<file path="src/rtl/interp_engine.sv">
// Linear interpolation between bracketing BRAM samples:
//   y = y0 + (y1 - y0) * frac / STEP, truncated toward zero.
// A single restoring divider first splits x into (i, frac), then scales the slope product.
`timescale 1ns/1ps
module interp_engine #(
  parameter int unsigned STEP      = 10,
  parameter int unsigned N_SAMPLES = 1001
) (
  input  logic               clk,
  input  logic               reset,
  input  logic               start,
  input  logic [13:0]        x_in,
  output logic               busy,
  output logic               done,
  output logic signed [15:0] result,
  output logic               out_of_range,
  output logic [9:0]         rd_addr,
  input  logic signed [15:0] rd_data
);

  localparam int unsigned XW   = 14;                 // x / quotient width
  localparam int unsigned AW   = 10;                 // BRAM address width
  localparam int unsigned DW   = 30;                 // shared dividend width
  localparam int unsigned CW   = 5;                  // iteration counter width
  localparam int unsigned SW   = $clog2(STEP + 1);   // bits needed to hold STEP
  localparam int unsigned RW   = SW + 1;             // remainder register width
  localparam int unsigned LAST = N_SAMPLES - 1;      // last valid table index
  localparam int unsigned XMAX = LAST * STEP;        // largest in-range x

  localparam logic [2:0] S_IDLE  = 3'd0;
  localparam logic [2:0] S_DIV_X = 3'd1;
  localparam logic [2:0] S_RD0   = 3'd2;
  localparam logic [2:0] S_RD1   = 3'd3;
  localparam logic [2:0] S_RD2   = 3'd4;
  localparam logic [2:0] S_MUL   = 3'd5;
  localparam logic [2:0] S_DIV_P = 3'd6;
  localparam logic [2:0] S_FIN   = 3'd7;

  logic [2:0]          state_q, state_d;
  logic                busy_q, busy_d;
  logic                done_q, done_d;
  logic signed [15:0]  result_q, result_d;
  logic                oor_q, oor_d;
  logic [AW-1:0]       addr_q, addr_d;
  logic [CW-1:0]       cnt_q, cnt_d;
  logic                wt_q, wt_d;
  logic [DW-1:0]       dvd_q, dvd_d;
  logic [RW-1:0]       rem_q, rem_d;
  logic [RW-1:0]       frac_q, frac_d;
  logic                clamp_q, clamp_d;
  logic                oorp_q, oorp_d;
  logic signed [15:0]  y0_q, y0_d;
  logic signed [15:0]  y1_q, y1_d;
  logic                neg_q, neg_d;

  // Datapath intermediates
  logic [RW-1:0]       trial;
  logic                ge;
  logic [RW-1:0]       step_rem;
  logic [DW-1:0]       step_dvd;
  logic signed [16:0]  diff;
  logic signed [15:0]  frac_s;
  logic signed [30:0]  prod;
  logic [DW-1:0]       prod_mag;
  logic signed [17:0]  qs;

  assign busy         = busy_q;
  assign done         = done_q;
  assign result       = result_q;
  assign out_of_range = oor_q;
  assign rd_addr      = addr_q;

  // Next-state, divider step and interpolation arithmetic
  always_comb begin
    state_d  = state_q;
    busy_d   = busy_q;
    done_d   = 1'b0;
    result_d = result_q;
    oor_d    = oor_q;
    addr_d   = addr_q;
    cnt_d    = cnt_q;
    wt_d     = wt_q;
    dvd_d    = dvd_q;
    rem_d    = rem_q;
    frac_d   = frac_q;
    clamp_d  = clamp_q;
    oorp_d   = oorp_q;
    y0_d     = y0_q;
    y1_d     = y1_q;
    neg_d    = neg_q;

    // One restoring step: bring in dividend MSB, subtract STEP if it fits
    trial    = {rem_q[SW-1:0], dvd_q[DW-1]};
    ge       = (trial >= RW'(STEP));
    step_rem = ge ? RW'(trial - RW'(STEP)) : trial;
    step_dvd = {dvd_q[DW-2:0], ge};

    diff     = 17'(y1_q) - 17'(y0_q);
    frac_s   = signed'({1'b0, 15'(frac_q)});
    prod     = 31'(diff) * 31'(frac_s);
    prod_mag = prod[30] ? DW'(-prod) : DW'(prod);

    qs = signed'({1'b0, dvd_q[16:0]});
    if (neg_q) qs = -qs;

    case (state_q)
      S_IDLE: begin
        if (start) begin
          busy_d  = 1'b1;
          dvd_d   = {x_in, (DW-XW)'(0)};
          rem_d   = '0;
          cnt_d   = CW'(XW - 1);
          clamp_d = 1'b0;
          oorp_d  = (32'(x_in) > XMAX);
          state_d = S_DIV_X;
        end
      end
      S_DIV_X: begin
        dvd_d = step_dvd;
        rem_d = step_rem;
        cnt_d = cnt_q - CW'(1);
        if (cnt_q == '0) state_d = S_RD0;
      end
      S_RD0: begin
        frac_d = rem_q;
        if (32'(dvd_q[XW-1:0]) >= LAST) begin
          clamp_d = 1'b1;
          addr_d  = AW'(LAST);
        end else begin
          addr_d  = AW'(dvd_q[XW-1:0]);
        end
        wt_d    = 1'b0;
        state_d = S_RD1;
      end
      S_RD1: begin
        // First cycle lets the BRAM register the address; second captures y0
        if (!wt_q) begin
          wt_d = 1'b1;
        end else begin
          y0_d = rd_data;
          if ((frac_q == '0) || clamp_q) begin
            result_d = rd_data;
            oor_d    = oorp_q;
            done_d   = 1'b1;
            busy_d   = 1'b0;
            state_d  = S_IDLE;
          end else begin
            addr_d  = addr_q + AW'(1);
            wt_d    = 1'b0;
            state_d = S_RD2;
          end
        end
      end
      S_RD2: begin
        if (!wt_q) begin
          wt_d = 1'b1;
        end else begin
          y1_d    = rd_data;
          state_d = S_MUL;
        end
      end
      S_MUL: begin
        dvd_d   = prod_mag;
        neg_d   = prod[30];
        rem_d   = '0;
        cnt_d   = CW'(DW - 1);
        state_d = S_DIV_P;
      end
      S_DIV_P: begin
        dvd_d = step_dvd;
        rem_d = step_rem;
        cnt_d = cnt_q - CW'(1);
        if (cnt_q == '0) state_d = S_FIN;
      end
      S_FIN: begin
        // Result lies between y0 and y1 so the 16-bit truncation is exact
        result_d = 16'(18'(y0_q) + qs);
        oor_d    = 1'b0;
        done_d   = 1'b1;
        busy_d   = 1'b0;
        state_d  = S_IDLE;
      end
      default: state_d = S_IDLE;
    endcase
  end

  // State and datapath registers
  always_ff @(posedge clk or posedge reset) begin
    if (reset) begin
      state_q  <= S_IDLE;
      busy_q   <= 1'b0;
      done_q   <= 1'b0;
      result_q <= '0;
      oor_q    <= 1'b0;
      addr_q   <= '0;
      cnt_q    <= '0;
      wt_q     <= 1'b0;
      dvd_q    <= '0;
      rem_q    <= '0;
      frac_q   <= '0;
      clamp_q  <= 1'b0;
      oorp_q   <= 1'b0;
      y0_q     <= '0;
      y1_q     <= '0;
      neg_q    <= 1'b0;
    end else begin
      state_q  <= state_d;
      busy_q   <= busy_d;
      done_q   <= done_d;
      result_q <= result_d;
      oor_q    <= oor_d;
      addr_q   <= addr_d;
      cnt_q    <= cnt_d;
      wt_q     <= wt_d;
      dvd_q    <= dvd_d;
      rem_q    <= rem_d;
      frac_q   <= frac_d;
      clamp_q  <= clamp_d;
      oorp_q   <= oorp_d;
      y0_q     <= y0_d;
      y1_q     <= y1_d;
      neg_q    <= neg_d;
    end
  end

endmodule

</file>
<file path="config.mk">
export PLATFORM = sky130hd
export DESIGN_NAME = interp_engine
export DESIGN_NICKNAME = d
export VERILOG_FILES = /design/src/rtl/interp_engine.sv
export SDC_FILE = /design/constraint.sdc
export NUM_CORES = 1
export LEC_CHECK = 0
export CAP_MARGIN = 20
export CORE_MARGIN = 1
export CORE_UTILIZATION = 40
export DETAILED_ROUTE_END_ITERATION = 7
export HOLD_SLACK_MARGIN = 0.1
export REMOVE_ABC_BUFFERS = 1
export SYNTH_ARGS = -nofsm -noshare
export SYNTH_HDL_FRONTEND = slang
export SYNTH_SLANG_ARGS = --single-unit
export TNS_END_PERCENT = 30
</file>
<file path="constraint.sdc">
create_clock -name clk -period 5.85 [get_ports clk]
set_input_delay 0.8775 -clock clk [delete_from_list [all_inputs] [get_ports clk]]
set_output_delay 0.8775 -clock clk [all_outputs]
set_load 0.01 [all_outputs]
</file>
== Yosys cells after proc, flatten, opt, wreduce, memory -nomap -nowiden ==
Index checks and enable logic that the tools add are counted.
Widths: inputs -> output; s select.
Cells by class
  add/subtract/negate cells: 7
  multiply operators: 1
  $lt $le $gt $ge: 3
  equal/unequal tests: 15
  mux-type cells: 38
  reductions and logical operators: 20
Operators with widths (count)
  $pmux 30 s3: 1
  $mux 30: 2
  $mux 16: 3
  $pmux 16 s2: 1
  $mux 10: 3
  $neg 23->30: 1
  $pmux 5 s3: 2
  $pmux 3 s8: 1
  $mul 17x6->23: 1
  $pmux 10 s2: 1
  $mux 3: 6
  $sub 16x16->17: 1
  $add 16x16->16: 1
  $ne 2x2->1 const B: 8
  $neg 16->16: 1
  $mux 5: 3
  $ge 14x10->1 const B: 1
  $gt 14x14->1 const B: 1
  $eq 3x3->1 const B: 4
  $add 10x1->10 const B: 1
  $logic_not 5->1: 2
  $mux 1: 10
  $reduce_and 3->1: 3
  $reduce_bool 3->1: 3
  other kinds (14): 23
Word-level totals
  flip-flop bits (word level): 113
  output and inout bits: 29

== Depth between registers and ports, before layout ==
  word-level depth: 5
  mapped depth: 31
  gate-level depth less buffers: 30

== Worst setup path before layout ==
OpenSTA, ideal clock, no wires.
  path type: register to register
  from: register y0_q[0]
  to: register dvd_q[21]
  library setup time: 0.142 ns
  arrival time: 6.310 ns
  data required time: 5.708 ns
  slack: -0.602 ns
  cell stages (with the launch flop): 30
  buffers on the path: 0
  clock period less this slack: 6.452 ns
  cell sequence: dfrtp_1 -> ha_1 -> fa_1 -> nor2b_1 -> o21ai_0 -> a21boi_0 -> o21ai_0 -> a21oi_1 -> o21ai_0 -> and2_1 -> o21ai_0 -> xor2_1 -> nand2_1 -> fa_1 -> inv_1 -> fa_1 -> inv_1 -> fa_1 -> inv_1 -> ha_1 -> o21ai_1 -> nand2b_1 -> and3_1 -> a221o_1 -> a31oi_4 -> nor3_1 -> a311o_1 -> o31ai_2 -> xor2_1 -> o221ai_1
On the way
  longest elaborated chain between the ends: 5
RTL lines
  from (decl): RTL line 52  | logic signed [15:0] y0_q, y0_d;
  from (signal assigned): RTL line 220  | y0_q <= y0_d;
  $sub 16x16->17 *: RTL line 98  | diff = 17'(y1_q) - 17'(y0_q);
  $mul 17x6->23 *: RTL line 100  | prod = 31'(diff) * 31'(frac_s);
  $neg 23->30: RTL line 101  | prod_mag = prod[30] ? DW'(-prod) : DW'(prod);
  $mux 30 *: RTL line 101
  $pmux 30 s3 *: RTL line 106  | case (state_q)
  to (signal assigned): RTL line 215  | dvd_q <= dvd_d;
  to (decl): RTL line 47  | logic [DW-1:0] dvd_q, dvd_d;
Every way passes the cells marked *; elsewhere a longest branch is shown, timed or not.
A chain may end at the register's enable or synchronous reset.

== Worst setup path after layout ==
  from: register y0_q[1]
  to: register dvd_q[21]
Same word-level chain as after synthesis.

==> out/qor.csv <==
stage,metric,value,unit
status,outcome,"finished, violations left",
status,violations,"DRC, setup timing",
cts,cts_inserted_buffers,17,
cts,ctsHoldBuffers,0,
timing,hold_violations,0,
run,maxCapViolations,0,
timing,setup_viol,23,
logic_synthesis,synth_compound_area_frac,0.175,
setup_path,worstPathRequired,6.11,ns
die,die-area,27500,µm²
route,firstDrtPassIters,8,
setup_path,arrival,6.74,ns
pwr,powerDensity,520,nW/µm²
logic_synthesis,synth_mux_area_frac,0.0426,
final_layout,layout-drive-gt1-share,0.230,
global_route,grt_pass1_wl,46.1,mm
final_layout,area_growth,29.5,%
timing,fmax,0.154,GHz
logic_synthesis,synth_enable_flop_cells,0,
setup_path,max_stage_delay,0.54,ns
die,die_w,166,µm
setup_path,path_class,reg -> reg,
route,num_vias,9412,
placement,portBuffers,61,
placement,place_hpwl,20.5,mm
route,drc,5,
final_layout,antenna_cells,0,
hold_path,hold_class,reg -> reg,
setup_path,setup.worst_path.start,y0_q[1]$_DFFE_PP0P_,
die,die-height,166,µm
route,viasPerCell,5.32,
placement,dpl_cell_area,12600,µm²
setup_path,r2r_slack,-0.63,ns
cts,clkLatencyLatePin,0.43,ns
setup_path,slowest_stage,fa_1,
setup_path,path_common_cell,inv_2,
timing,fin_setup_tns,-10.82,ns
logic_synthesis,synth-async-reset-ratio,1.00,
cts,cts-root-buf,clkbuf_16,
logic_synthesis,synth_cell_types,78,
global_route,antenna_found_initial,0,
logic_synthesis,netlist_area,10700,µm²
setup_path,r2r_cells,32,
setup_path,end_kind,flop,
pwr,p_int,4.14,mW
pwr,p_clk_frac,0.157,
route,wl_per_cell,15.8,µm
timing,timing.final.ws_setup,-0.631,ns
die,num_io_pins,62,
timing,finClkSkew,0.0168,ns
logic_synthesis,yosysSeqAreaShare,0.263,
setup_path,crit-reg2reg-launch,y0_q[1]$_DFFE_PP0P_,
pwr,power.leakage,6.42,nW
timing,rsz0062_at_grt,true,
cts,cts_max_path_buffers,2,
global_route,grt_pass1_vias,9274,
logic_synthesis,synth_area_per_cell,8.65,µm²
setup_path,crit_path_max_fanout,4,
route,first_iter_violations,522,
die,fp-row-count,59,
cts,cts.sinks,113,
pwr,sw_frac_of_total,0.428,
logic_synthesis,synth_xor_xnor_area_share,0.0634,
final_layout,final_area,13900,µm²
die,start_util,0.410,
final_layout,nets,1591,
setup_path,startpoint_type,flop,
timing,finalCritPeriodShare,1.11,
timing,tightest_slew,1.01,ns
placement,place.gp.congestion,0.844,
logic_synthesis,syn_inst,1242,
cts,h-tree-depth,4,
route,drt-total-wl,27.9,mm
logic_synthesis,synth_simple_gate_area_share,0.186,
cts,clk_pin_slew,0.06,ns
cts,cts_tree,yes,
logic_synthesis,ys_ff_latch,113,
route,ant_nets,0,
timing,period_needed,6.48,ns
global_route,grt_max_degree,72,
timing,slew_headroom,0.326,
global_route,overflow,0,
pwr,peakVddDrop,0.000221,V
logic_synthesis,synth_top_family_by_area,adder cells,
die,core-area,26200,µm²
timing,hold_ws,0.484,ns
pwr,combPwrFrac,0.666,
logic_synthesis,synth-adder-area-share,0.199,
logic_synthesis,synth_warnings,0,
global_route,grtUsageTotal,0.206,
setup_path,endpoint,dvd_q[21]$_DFFE_PP0P_,
setup_path,worstReg2RegEnd,dvd_q[21]$_DFFE_PP0P_,
logic_synthesis,synth-main-ff-cell,dfrtp_1,
pwr,p_sw,3.10,mW
timing,slew_violations,0,
final_layout,fin_util,0.531,
pwr,seqPwrFrac,0.178,
through the flow:
stage | total power [mW] | std cells | setup WS, ns
final | 7.23 | 1768 | -0.631
after detailed placement | 5.29 | 1713 | -1.08
after CTS | 6.74 | 1755 | -0.600
after global placement | 5.26 | 1713 | -0.984
after floorplan | 3.64 | 1189 | -0.830
after global routing | 7.78 | 1768 | -0.969
sequential cells by signal, indices dropped and copies added, names as in the netlist:
name / count
y1_q: 16
neg_q: 1
y0_q: 16
clamp_q: 1
done: 1
dvd_q: 30
busy: 1
cnt_q: 5
oorp_q: 1
result: 16
out_of_range: 1
wt_q: 1
rd_addr: 10
frac_q: 5
rem_q: 5
state_q: 3
final cells by class:
cell class / instances / area, µm²
fillers: 2395 / 12300
multi-input cells: 929 / 7650
flip-flops and latches: 113 / 2830
clock inverters: 12 / 183
inverters: 147 / 554
clock buffers: 20 / 447
repair buffers: 212 / 1820
well taps: 335 / 419
layout by cell type, fill, tap and decap left out, drive strengths merged, types with 59 or more instances in the layout:
cell type,count
a21oi,59
ha,84
and2,71
clkdlybuf4s50,61
nor2,73
o21ai,64
nand2,144
inv,148
buf,149
dfrtp,113
worst min path at each step:
stage	from	to	slack, ns	depth (start not counted)
2_1_floorplan	rem_q[4]$_DFFE_PP0P_	rem_q[4]$_DFFE_PP0P_	0.44	2
3_3_place_gp	rem_q[4]$_DFFE_PP0P_	rem_q[4]$_DFFE_PP0P_	0.46	2
3_5_place_dp	rem_q[4]$_DFFE_PP0P_	rem_q[4]$_DFFE_PP0P_	0.47	2
4_1_cts	rem_q[4]$_DFFE_PP0P_	rem_q[4]$_DFFE_PP0P_	0.49	2
5_1_grt	rem_q[4]$_DFFE_PP0P_	rem_q[4]$_DFFE_PP0P_	0.50	2
6_report	rem_q[4]$_DFFE_PP0P_	rem_q[4]$_DFFE_PP0P_	0.48	2
routing by layer:
layer / wire, µm / vias to the layer above / GRT usage
met5: 0 / - / 0
met4: 461 / 0 / 0.0626
met3: 949 / 27 / 0.0262
met2: 13300 / 173 / 0.340
met1: 13200 / 4619 / 0.283
li1: - / 4593 / -
synthesized netlist by cell type (6+ instances only):
master,count,share of area
a21o_1,12,0.0084
nor2b_1,17,0.0099
nand3_1,20,0.0093
nand2_1,144,0.050
o31ai_1,16,0.011
nor2_1,73,0.026
and2_1,71,0.041
nor3_1,25,0.012
dfrtp_1,113,0.26
nand4_1,6,0.0035
inv_1,147,0.051
mux2_2,38,0.040
o21a_1,6,0.0042
a21oi_1,57,0.027
a22oi_1,11,0.0077
xor2_1,23,0.019
o21bai_1,6,0.0042
xnor2_1,51,0.042
a21boi_0,6,0.0042
nand2b_1,14,0.0082
o21ai_1,6,0.0028
a31oi_1,17,0.0099
o221ai_1,21,0.017
clkbuf_1,45,0.016
ha_1,84,0.098
o41ai_1,7,0.0057
a221o_1,10,0.0093
o21ai_0,58,0.027
fa_1,54,0.10
power by group through the flow:
stage / sequential (mW) / clock (mW) / combinational [mW]
final: 1.29 / 1.13 / 4.81
after global routing: 1.33 / 1.19 / 5.27
after CTS: 1.28 / 1.15 / 4.32
after detailed placement: 1.29 / 0 / 4.00
after global placement: 1.28 / 0 / 3.98
after floorplan: 1.28 / 0 / 2.37
critical path, delay by kind of cell, from the launching register on:
kind	cells	cell delay [ns]
adders and majority gates	5	2.01
buffers and inverters	7	0.67
AOI/OAI and AO/OA	13	2.46
DFF	1	0.41
and+or+nand+nor	5	0.45
xor gates and xnor gates	2	0.32
logic make-up (layout without fill, tap and decap cells):
family          after synthesis  count (layout)
compound gates              272             272
xor+xnor                     76              76
fa+ha+maj                   138             138
buf+inv                     200             391
flops                       113             113
mux                          41              41
simple gates                402             402
repair_timing:
| item | in CTS | in global routing |
|---|---|---|
| cloned | 0 | 3 |
| resized for setup | 39 | 76 |
| setup endpoints to repair | 23 | 23 |
| setup buffers | 10 | 9 |
| pin swaps | 32 | 67 |
Power figures use the tool's default switching activity.
